==> src/rtl/freoff_seq_if.sv <==
// Handshake bundle between timing sync, the frequency-offset datapath and the sequencer.
// The sequencer uses the slave modport; the upstream/test side uses master.
interface freoff_seq_if;
  logic       ce;
  logic       sync_det;
  logic       stb_in;
  logic       est_rdy;
  logic       out_val;
  logic       est_ena;
  logic       comp_run;
  logic       sym_start;
  logic [7:0] sym_idx;
  logic       busy;
  logic       done;
  logic       err_tmo;

  modport master (
    output ce, sync_det, stb_in, est_rdy, out_val,
    input  est_ena, comp_run, sym_start, sym_idx, busy, done, err_tmo
  );

  modport slave (
    input  ce, sync_det, stb_in, est_rdy, out_val,
    output est_ena, comp_run, sym_start, sym_idx, busy, done, err_tmo
  );
endinterface

==> src/rtl/freoff_seq.sv <==
// Frequency-offset estimate/compensate sequencer: IDLE -> EST -> COMP -> FLUSH -> IDLE.
// Optional macro FREOFF_SEQ_RESYNC_EN: sync_det in COMP/FLUSH aborts via a one-cycle RESYNC state.
module freoff_seq #(
  parameter int unsigned SYM_LEN   = 2560,
  parameter int unsigned NUM_SYM   = 8,
  parameter int unsigned EST_TMO   = 256,
  parameter int unsigned FLUSH_LEN = 32
) (
  input logic        clk,
  input logic        rst,
  freoff_seq_if.slave bus
);

  localparam int unsigned SmpW = (SYM_LEN > 1) ? $clog2(SYM_LEN) : 1;
  localparam int unsigned TmoW = (EST_TMO > 1) ? $clog2(EST_TMO) : 1;
  localparam int unsigned FlsW = (FLUSH_LEN > 1) ? $clog2(FLUSH_LEN) : 1;

  localparam logic [SmpW-1:0] SmpLast = SmpW'(SYM_LEN - 1);
  localparam logic [TmoW-1:0] TmoLast = TmoW'(EST_TMO - 1);
  localparam logic [FlsW-1:0] FlsLast = FlsW'(FLUSH_LEN - 1);
  localparam logic [7:0]      SymLast = 8'(NUM_SYM - 1);

  typedef enum logic [2:0] {
    StIdle,
    StEst,
    StComp,
    StFlush
`ifdef FREOFF_SEQ_RESYNC_EN
    , StResync
`endif
  } state_e;

  state_e          state_q;
  logic [SmpW-1:0] smp_cnt_q;
  logic [TmoW-1:0] tmo_cnt_q;
  logic [FlsW-1:0] flush_cnt_q;
  logic            est_ena_q;
  logic            comp_run_q;
  logic            sym_start_q;
  logic [7:0]      sym_idx_q;
  logic            busy_q;
  logic            done_q;
  logic            err_tmo_q;

  always_ff @(posedge clk) begin
    if (!rst) begin
      state_q     <= StIdle;
      smp_cnt_q   <= '0;
      tmo_cnt_q   <= '0;
      flush_cnt_q <= '0;
      est_ena_q   <= 1'b0;
      comp_run_q  <= 1'b0;
      sym_start_q <= 1'b0;
      sym_idx_q   <= '0;
      busy_q      <= 1'b0;
      done_q      <= 1'b0;
      err_tmo_q   <= 1'b0;
    end else begin
      // Pulses last one clk even when ce stalls the FSM.
      sym_start_q <= 1'b0;
      done_q      <= 1'b0;
      if (bus.ce) begin
        unique case (state_q)
          StIdle: begin
            if (bus.sync_det) begin
              state_q   <= StEst;
              est_ena_q <= 1'b1;
              busy_q    <= 1'b1;
              err_tmo_q <= 1'b0;
              tmo_cnt_q <= '0;
            end
          end
          StEst: begin
            tmo_cnt_q <= tmo_cnt_q + 1'b1;
            if (bus.est_rdy) begin
              state_q    <= StComp;
              comp_run_q <= 1'b1;
              smp_cnt_q  <= '0;
              sym_idx_q  <= '0;
            end else if (tmo_cnt_q == TmoLast) begin
              state_q   <= StIdle;
              est_ena_q <= 1'b0;
              busy_q    <= 1'b0;
              err_tmo_q <= 1'b1;
            end
          end
          StComp: begin
`ifdef FREOFF_SEQ_RESYNC_EN
            if (bus.sync_det) begin
              state_q    <= StResync;
              est_ena_q  <= 1'b0;
              comp_run_q <= 1'b0;
              sym_idx_q  <= '0;
              smp_cnt_q  <= '0;
            end else
`endif
            if (bus.stb_in) begin
              sym_start_q <= (smp_cnt_q == '0);
              if (smp_cnt_q == SmpLast) begin
                smp_cnt_q <= '0;
                if (sym_idx_q == SymLast) begin
                  state_q     <= StFlush;
                  flush_cnt_q <= '0;
                end else begin
                  sym_idx_q <= sym_idx_q + 8'd1;
                end
              end else begin
                smp_cnt_q <= smp_cnt_q + 1'b1;
              end
            end
          end
          StFlush: begin
`ifdef FREOFF_SEQ_RESYNC_EN
            if (bus.sync_det) begin
              state_q    <= StResync;
              est_ena_q  <= 1'b0;
              comp_run_q <= 1'b0;
              sym_idx_q  <= '0;
              smp_cnt_q  <= '0;
            end else
`endif
            if (bus.out_val) begin
              if (flush_cnt_q == FlsLast) begin
                state_q    <= StIdle;
                done_q     <= 1'b1;
                est_ena_q  <= 1'b0;
                comp_run_q <= 1'b0;
                sym_idx_q  <= '0;
                busy_q     <= 1'b0;
              end else begin
                flush_cnt_q <= flush_cnt_q + 1'b1;
              end
            end
          end
`ifdef FREOFF_SEQ_RESYNC_EN
          StResync: begin
            // est_ena was low for this cycle, so the datapath sees a fresh rising edge.
            state_q   <= StEst;
            est_ena_q <= 1'b1;
            tmo_cnt_q <= '0;
          end
`endif
          default: state_q <= StIdle;
        endcase
      end
    end
  end

  assign bus.est_ena   = est_ena_q;
  assign bus.comp_run  = comp_run_q;
  assign bus.sym_start = sym_start_q;
  assign bus.sym_idx   = sym_idx_q;
  assign bus.busy      = busy_q;
  assign bus.done      = done_q;
  assign bus.err_tmo   = err_tmo_q;

endmodule

==> src/flat_wrapper.sv <==
// flat-port wrapper written by rule: the top's interface ports become plain ports
module freoff_seq_flat 
#(
  parameter int unsigned SYM_LEN   = 2560,
  parameter int unsigned NUM_SYM   = 8,
  parameter int unsigned EST_TMO   = 256,
  parameter int unsigned FLUSH_LEN = 32
)
  (clk, rst, bus_ce, bus_sync_det, bus_stb_in, bus_est_rdy, bus_out_val, bus_est_ena, bus_comp_run, bus_sym_start, bus_sym_idx, bus_busy, bus_done, bus_err_tmo);
  freoff_seq_if bus_i ();
  input logic clk;
  input logic rst;
  input wire logic [$bits(bus_i.ce)-1:0] bus_ce;
  input wire logic [$bits(bus_i.sync_det)-1:0] bus_sync_det;
  input wire logic [$bits(bus_i.stb_in)-1:0] bus_stb_in;
  input wire logic [$bits(bus_i.est_rdy)-1:0] bus_est_rdy;
  input wire logic [$bits(bus_i.out_val)-1:0] bus_out_val;
  output wire logic [$bits(bus_i.est_ena)-1:0] bus_est_ena;
  output wire logic [$bits(bus_i.comp_run)-1:0] bus_comp_run;
  output wire logic [$bits(bus_i.sym_start)-1:0] bus_sym_start;
  output wire logic [$bits(bus_i.sym_idx)-1:0] bus_sym_idx;
  output wire logic [$bits(bus_i.busy)-1:0] bus_busy;
  output wire logic [$bits(bus_i.done)-1:0] bus_done;
  output wire logic [$bits(bus_i.err_tmo)-1:0] bus_err_tmo;
  assign bus_i.ce = bus_ce;
  assign bus_i.sync_det = bus_sync_det;
  assign bus_i.stb_in = bus_stb_in;
  assign bus_i.est_rdy = bus_est_rdy;
  assign bus_i.out_val = bus_out_val;
  assign bus_est_ena = bus_i.est_ena;
  assign bus_comp_run = bus_i.comp_run;
  assign bus_sym_start = bus_i.sym_start;
  assign bus_sym_idx = bus_i.sym_idx;
  assign bus_busy = bus_i.busy;
  assign bus_done = bus_i.done;
  assign bus_err_tmo = bus_i.err_tmo;
  freoff_seq #(.SYM_LEN(SYM_LEN), .NUM_SYM(NUM_SYM), .EST_TMO(EST_TMO), .FLUSH_LEN(FLUSH_LEN)) u_core (.clk(clk), .rst(rst), .bus(bus_i));
endmodule
==> config.mk <==
export PLATFORM = sky130hd
export DESIGN_NAME = freoff_seq_flat
export DESIGN_NICKNAME = d
export VERILOG_FILES = /design/src/rtl/freoff_seq_if.sv /design/src/rtl/freoff_seq.sv /design/src/flat_wrapper.sv
export SDC_FILE = /design/constraint.sdc
export NUM_CORES = 1
export LEC_CHECK = 0
export CORE_MARGIN = 5
export CORE_UTILIZATION = 61
export DETAILED_ROUTE_END_ITERATION = 10
export GPL_ROUTABILITY_DRIVEN = 0
export PLACE_DENSITY = 0.85
export SYNTH_ARGS = -nofsm -noshare
export SYNTH_HDL_FRONTEND = slang
export SYNTH_SLANG_ARGS = --single-unit
==> constraint.sdc <==
create_clock -name clk -period 3.2 [get_ports clk]
set_input_delay 0.8 -clock clk [delete_from_list [all_inputs] [get_ports clk]]
set_output_delay 0.8 -clock clk [all_outputs]
set_load 0.1 [all_outputs]
# Yosys cells after proc, flatten, opt, wreduce, memory -nomap -nowiden
# Index checks and enable logic that the tools add are counted.
# op_classes
reduce_logical	18
eq_ne	19
add_sub_neg	4
mux	41
# ops
op	count
$mux W8	7
$mux W12	3
$mux W5	5
$mux W3	8
$pmux W12 S2	1
$pmux W8 S3	1
$add A8 B1 Y8 const B	2
$pmux W8 S2	1
$reduce_and A8 Y1	2
$ne A2 B2 Y1 const B	7
$reduce_and A7 Y1	2
$add A12 B1 Y12 const B	1
$eq A12 B12 Y1 const B	1
$logic_not A12 Y1	1
$pmux W3 S4	1
$reduce_and A4 Y1	3
$mux W1	10
$pmux W5 S2	1
$reduce_and A5 Y1	2
$eq A8 B3 Y1 const B	1
$eq A8 B8 Y1 const B	1
$ne A2 B1 Y1 const B	4
$reduce_bool A2 Y1	4
$eq A3 B2 Y1 const B	2
other kinds (9)	11
# word_totals
in_bits	7
out_inout_bits	14
word_cells	92
ff_bits	41

# Logic depth before layout (Yosys ltp)
# Gate-level depths: netlist of run 1.
# logic_depth
ltp_word	5
mapped_depth	7
ltp_nobuf	7

# Worst setup path before layout of run 1
# OpenSTA, ideal clock, no wires.
# synth_path
kind	register to register
from	reg u_core.sym_idx_q[0], in the netlist u_core.bus.sym_idx[0]
to	reg u_core.sym_idx_q[7], in the netlist u_core.bus.sym_idx[7]
slack_ps	830
setup_time_ps	63
path_buffers	0
required_ps	3137
path_stages_with_launch	6
arrival_time_ps	2307
period_less_slack_ps	2370
path_cell_list	dfxtp_1 -> ha_1 -> nand2_1 -> or3_4 -> a211oi_4 -> a221o_1
# synth_via
elab_chain_cells	5
elab_cells_between_ends	8
classes_between	add/sub: 1; eq/ne: 2; mux: 4; reduce/logical: 1
# synth_lines
item	line_no	source
start: declaration	freoff_seq.sv:40	logic [7:0] sym_idx_q;
start signal: assignment	freoff_seq.sv:105	sym_idx_q <= sym_idx_q + 8'd1;
$add A8 B1 Y8	freoff_seq.sv:105	
$mux W8	freoff_seq.sv:101	if (sym_idx_q == SymLast) begin
$mux W8	freoff_seq.sv:99	if (smp_cnt_q == SmpLast) begin
$mux W8	freoff_seq.sv:97	if (bus.stb_in) begin
$pmux W8 S3	freoff_seq.sv:63	unique case (state_q)
# Parallel ways exist; a longest one is shown, timed or not. The select of a mux whose other input is x is not followed.
# A chain may end at the register's enable or synchronous reset.

# Worst setup path after layout of run 1
# layout_path
from	in bus_ce
to	reg u_core.sym_idx_q[4], in the netlist u_core.bus.sym_idx[4]
# layout_via
elab_chain_cells	1
# layout_lines
item	line_no	source
start: declaration	flat_wrapper.sv:13	input wire logic [$bits(bus_i.ce)-1:0] bus_ce;
$reduce_and A8 Y1 (no line)	-	
# Every way passes these cells.

==> flow_summary.toml, run 1 <==
[hold_path]
worstHoldPathType = "register to register"
hold_end = "u_core.flush_cnt_q[4]"
whs_path_depth = 2
hp-start = "u_core.flush_cnt_q[4]"

[cts]
cts_buffers = 5
cts_resized = 0
postCtsHoldBufs = 0
cts_sinks = 40
cts_setup_buffers = 0
cts_buffer_depth = 2
cts_tree = "done"
clkSlewWorstSetupHoldPaths_ns = 0.11
cts_root_buffer = "clkbuf_4"
h-tree-depth = 2
insertion_delay_ns = 0.34

[cells_and_area]
final_common_cell = "dfxtp_1"
syn_to_final_growth_pct = 10.5
drive_gt1_share_pct = 15.0
register_area_um2 = 801
layout_common_cells = "dfxtp_1 (40), nor2_1 (29), nand2_1 (22)"
multi_input_area_um2 = 1290
finalNetCount = 288
nFillCells = 271
n_antenna_cell = 0

[setup_path]
reg2reg_setup_slack_ns = 1.12
reg2regPathDepth = 7
cp_max_fo = 10
worstSetupEndpointType = "register"
regToRegStartpoint = "u_core.flush_cnt_q[0]"
arrival_ns = 2.72
required_ns = 3.49
timing.rr.end = "u_core.bus.sym_idx[7]"
path_class = "input pin to register"
worst_setup_path_start_kind = "input pin"

[routing]
ant_nets = 0
drcViolationCount = 0
dr_total_vias = 1919
viasPerCell = 6.02
detail_route.wirelength_mm = 4.50
wl_per_cell_um = 14.1
first_pass_iters = 4
drtIter0Drc = 187

[synthesis]
synthAdderAreaFrac_pct = 3.45
yosysTopAreaCellShare_pct = 36.8
yosys.area.top_type = "dfxtp_1"
synthArstFlopShare_pct = 0
synth-xor-area-share_pct = 5.63
ys_types = 52
syn_area_um2 = 2180
synth_top_family_by_area = "simple AND/OR/NAND/NOR gates"
syn_nets = 270
yosys_register_bits = 40
synthMuxAreaShare_pct = 1.84
synth-simple-area-share_pct = 31.4
synth-compound-area-share_pct = 16.9
ys_seq_area_share_pct = 36.8
netlist_top_cells_area = "dfxtp_1 (37%), xnor2_1 (5.2%), nor2_1 (5.0%)"
syn-mean-instance-area_um2 = 8.48
synth_edf_count = 0
ys.flop_type = "dfxtp_1"
syn_inst = 257
yosysWarnings = 0

[run_status]
status = "completed"

[floorplan]
die-width_um = 69.8
die_area_um2 = 4870
start_util_pct = 64.3
rows = 21
io_pins = 21
coreArea_um2 = 3390
die_height_um = 69.8

[global_route]
antenna_found_initial = 0
grt_pass1_wl_mm = 7.87
grt_max_degree = 20
grt_overflow = 0
grt_pass1_vias = 1752
grt_util_all_layers_pct = 19.3

[run]
max_cap_violations = 0

[power]
p_per_area_nw_per_um2 = 366
max-vdd-ir-drop_mv = 0.241
finalPower_mw = 0.881
power_leakage_nw = 0.879

[timing]
clock_skew_ns = 0.00486
rsz0062_at_grt = "false"
finalHoldViolCount = 0
fin_crit_ns = 2.43
max_freq_ghz = 0.412
tightest_slew_ns = 0.687
setup_tns_ns = 0
setup_viol = 0
finalCritPeriodShare_pct = 75.9
maxSlewViolCount = 0
maxSlewHeadroom_pct = 53.8

[placement]
io_buffers = 20
dp_hpwl_mm = 3.24
[cells in the mapped netlist (2+ instances only)]
master and count:
and3_1 7, mux2i_1 4, a31o_2 2, or2_2 5
and4b_1 3, o31ai_1 2, a21oi_1 13, nand2b_1 3
o221a_2 3, a31oi_1 2, nor3_1 5, xnor2_1 13
a221o_1 6, or3b_2 2, inv_1 7, nor2_1 29
o21ai_0 8, and4_1 3, nor4_1 5, dfxtp_1 40
nor2b_1 2, nand3_1 16, ha_1 6, a211oi_1 4
buf_4 2, clkbuf_1 7, buf_2 4, nor4b_1 3
nand2_1 22, nand4_1 7
[metal layers]
layer / part of all wire [%] / global-route usage [%] / wire length, um
met1: 46 / 25.3 / 2070
met2: 46 / 29.6 / 2080
met3: 6.7 / 6.23 / 301
met4: 1.1 / 7.23 / 49
met5: 0 / 0 / 0
[cell families after synthesis]
group	Yosys count
AO/OA/AOI/OAI	50
adder cells (fa/ha/maj)	6
AND/OR/NAND/NOR	123
buffers and inverters	20
flip-flops	40
multiplexers	4
XOR/XNOR	14
[metrics by stage]
stage | setup slack, ns | utilization [%] | area, um2 | hold WS (ns) | cells
global placement | 0.440 | 69.9 | 2370 | 0.459 | 314
CTS | 0.791 | 71.0 | 2410 | 0.479 | 319
global route | 0.664 | 71.0 | 2410 | 0.505 | 319
floorplan | 0.830 | - | 2180 | 0.442 | 257
detailed placement | 0.430 | 69.9 | 2370 | 0.463 | 314
finish | 0.770 | 71.0 | 2410 | 0.475 | 319
[critical path: stages]
cell	delay, ns
clkdlybuf4s50_1	0.65
and4bb_2	0.30
nand4_1	0.15
nor3_1	0.57
a221o_1	0.25
[registers in the layout, indices dropped and copies added (netlist names), 2 cells and up]
name	flops
u_core.tmo_cnt_q	8
u_core.state_q	2
u_core.bus.sym_idx	8
u_core.smp_cnt_q	12
u_core.flush_cnt_q	5
[report_power, final]
group	switching, mW	total (mW)	leakage (nW)	internal, mW
logic	0.0913	0.134	0.533	0.0426
registers	0.0162	0.523	0.323	0.507
clock network	0.150	0.224	0.0230	0.0736
total	0.258	0.881	0.879	0.623
[area by class of cell]
| type | count | share of cell area, % |
|---|---|---|
| repair buffers | 24 | 8.11 |
| well taps | 46 | 2.39 |
| flip-flops and latches | 40 | 33.3 |
| inverters | 7 | 1.09 |
| clock buffers | 5 | 1.56 |
| multi-input cells | 197 | 53.6 |
[worst max path at each step]
stage                                from                    end  slack [ns]  cells after the start
floorplan           u_core.bus.sym_idx[0]  u_core.bus.sym_idx[7]        0.83                      5
global placement                   bus_ce  u_core.bus.sym_idx[5]        0.44                      5
global route                       bus_ce  u_core.bus.sym_idx[6]        0.66                      5
finish                             bus_ce  u_core.bus.sym_idx[4]        0.77                      5
detailed placement                 bus_ce  u_core.bus.sym_idx[4]        0.43                      5
CTS                                bus_ce  u_core.bus.sym_idx[4]        0.79                      5
No activity file was read; power rests on OpenSTA's default activity.
==> inputs of run 2 (changes only) <==
--- a/config.mk
+++ b/config.mk
@@ -6,10 +6,10 @@
 export NUM_CORES = 1
 export LEC_CHECK = 0
 export CORE_MARGIN = 5
-export CORE_UTILIZATION = 61
+export CORE_UTILIZATION = 57
 export DETAILED_ROUTE_END_ITERATION = 10
 export GPL_ROUTABILITY_DRIVEN = 0
-export PLACE_DENSITY = 0.85
+export PLACE_DENSITY = 0.81
 export SYNTH_ARGS = -nofsm -noshare
 export SYNTH_HDL_FRONTEND = slang
 export SYNTH_SLANG_ARGS = --single-unit
==> constraint.sdc (replaced) <==
create_clock -name clk -period 2.4 [get_ports clk]
set_input_delay 0.6 -clock clk [delete_from_list [all_inputs] [get_ports clk]]
set_output_delay 0.6 -clock clk [all_outputs]
set_load 0.1 [all_outputs]
==> run 2 against run 1 <==
- via count is 3.4% higher
- die area is 6.0% higher
- sequential share of layout area fell by 1.5 points
- cell count increased by 4.1%
- total power grew 53%
- cell area increased by 4.8%
- register-to-register slack worse by 0.75 ns
- worst setup slack got worse by 0.44 ns
- clock skew increased by 0.0060 ns
- critical endpoint unchanged
- largest cell class unchanged
- largest power group unchanged
==> flow_summary.toml, run 2 (same netlist as run 1, synthesis figures left out) <==
[run_status]
status = "completed"

[setup_path]
regToRegStartpoint = "u_core.flush_cnt_q[0]"
reg2reg_setup_slack_ns = 0.37
slowest_stage = "nor3_1"
worst_setup_path_start_kind = "input pin"
cpPeakStageDelay_ns = 0.55
worstSetupEndpointType = "register"
arrival_ns = 2.31
path_buf_inv = 1
crit_path_cell_trace = "clkdlybuf4s50_1 -> and4bb_2 -> nand4_1 -> nor3_1 -> a221o_1"
path_class = "input pin to register"
reg2regPathDepth = 6
required_ns = 2.64
timing.rr.end = "u_core.flush_cnt_q[3]"
cp_top_family = "simple AND/OR/NAND/NOR gates"
cp_max_fo = 6

[cells_and_area]
register_area_um2 = 801
syn_to_final_growth_pct = 15.8
multi_input_area_um2 = 1290
nFillCells = 330
finalNetCount = 296
layout_common_cells = "dfxtp_1 (40), nor2_1 (29), buf_4 (26)"
largest_register_ffs = 12
top_register = "u_core.smp_cnt_q"
final_common_cell = "dfxtp_1"
n_antenna_cell = 0
final_cells = 332
drive_gt1_share_pct = 17.6
final_core_util_pct = 68.4

[cts]
cts_root_buffer = "clkbuf_8"
cts_setup_buffers = 0
insertion_delay_ns = 0.30
cts_sinks = 40
cts_tree = "done"
clkSlewWorstSetupHoldPaths_ns = 0.08
cts_resized = 0
cts_buffer_depth = 2
h-tree-depth = 2
cts_buffers = 5
postCtsHoldBufs = 0

[run]
max_cap_violations = 0

[hold_path]
hp-start = "u_core.flush_cnt_q[1]"
whs_path_depth = 2
hold_end = "u_core.flush_cnt_q[1]"
worstHoldPathType = "register to register"

[floorplan]
die-width_um = 71.8
coreArea_um2 = 3690
die_area_um2 = 5160
io_pins = 21
start_util_pct = 59.1
rows = 22
die_height_um = 71.8

[placement]
io_buffers = 20
dp_hpwl_mm = 3.49
dp.cells = 324
place_ws_ns = 0.00765

[routing]
drtIter0Drc = 112
ant_nets = 0
drcViolationCount = 0
detail_route.wirelength_mm = 4.79
wl_per_cell_um = 14.4
dr_total_vias = 1984
first_pass_iters = 4
viasPerCell = 5.98

[timing]
maxSlewHeadroom_pct = 54.3
fin_crit_ns = 2.07
finalHoldViolCount = 0
finalCritPeriodShare_pct = 86.2
clock_skew_ns = 0.0108
max_freq_ghz = 0.483
timing.final.ws_setup_ns = 0.331
setup_viol = 0
tightest_slew_ns = 0.681
setup_tns_ns = 0
maxSlewViolCount = 0
rsz0062_at_grt = "false"

[power]
finalPower_mw = 1.35
max-vdd-ir-drop_mv = 0.360
p_per_area_nw_per_um2 = 535
power_leakage_nw = 0.939

[global_route]
grt_pass1_vias = 1844
grt_util_all_layers_pct = 20.1
grt_overflow = 0
grt_max_degree = 19
grt_pass1_wl_mm = 8.36
antenna_found_initial = 0
## run 2: cell count changes in the layout (fill, tap and decap cells not counted), sizes merged
cell and change:
clkbuf +3, buf +8
## run 2: worst max path at each step
stage,from,to,slack [ns],depth (start not counted)
final,bus_stb_in,u_core.bus.sym_idx[4],0.33,5
after global routing,bus_stb_in,u_core.bus.sym_idx[6],0.15,5
after CTS,bus_stb_in,u_core.bus.sym_idx[4],0.32,5
after detailed placement,bus_stb_in,u_core.bus.sym_idx[4],0.008,5
after global placement,bus_ce,u_core.flush_cnt_q[2],0.07,5
after floorplan,u_core.bus.sym_idx[0],u_core.bus.sym_idx[7],0.03,5
## run 2: stage by stage
| step | cell area [um2] | hold WS [ns] |
|---|---|---|
| final | 2520 | 0.490 |
| after global routing | 2520 | 0.520 |
| after CTS | 2520 | 0.494 |
| after detailed placement | 2430 | 0.481 |
| after global placement | 2430 | 0.458 |
| after floorplan | 2180 | 0.442 |
## run 2: final cells by class
type	instances	share of cell area, %
well taps	48	2.38
inverters	7	1.04
flip-flops and latches	40	31.7
clock buffers	8	3.57
multi-input cells	197	51.1
repair buffers	32	10.1
## run 2: layer usage
layer  share of wire, %  GRT usage [%]  routed length [um]
met3                5.4           5.19                 261
met2                 46           31.9                2230
met4                2.3           9.19                 110
met1                 46           25.5                2190
met5                  0              0                   0
## run 2: worst reg2reg max path, delay by kind of cell (launching register included)
| family | cells | cell delay, ns |
|---|---|---|
| flops | 1 | 0.34 |
| compound gates | 2 | 0.49 |
| simple gates | 2 | 0.67 |
| fa+ha+maj | 2 | 0.44 |
## run 2: power by group
part | total (mW) | internal [mW] | switching (mW)
Combinational | 0.196 | 0.0644 | 0.132
Clock | 0.461 | 0.234 | 0.227
Sequential | 0.691 | 0.676 | 0.0158
Total | 1.35 | 0.974 | 0.374
==> inputs of run 3 (changes only) <==
--- a/config.mk
+++ b/config.mk
@@ -7,8 +7,8 @@
 export LEC_CHECK = 0
 export CORE_MARGIN = 5
 export CORE_UTILIZATION = 57
+export CTS_CLUSTER_DIAMETER = 150
 export DETAILED_ROUTE_END_ITERATION = 10
-export GPL_ROUTABILITY_DRIVEN = 0
 export PLACE_DENSITY = 0.81
 export SYNTH_ARGS = -nofsm -noshare
 export SYNTH_HDL_FRONTEND = slang
==> results of run 3 <==
Same layout as run 2: the final DEF is identical, and so are final timing and power.
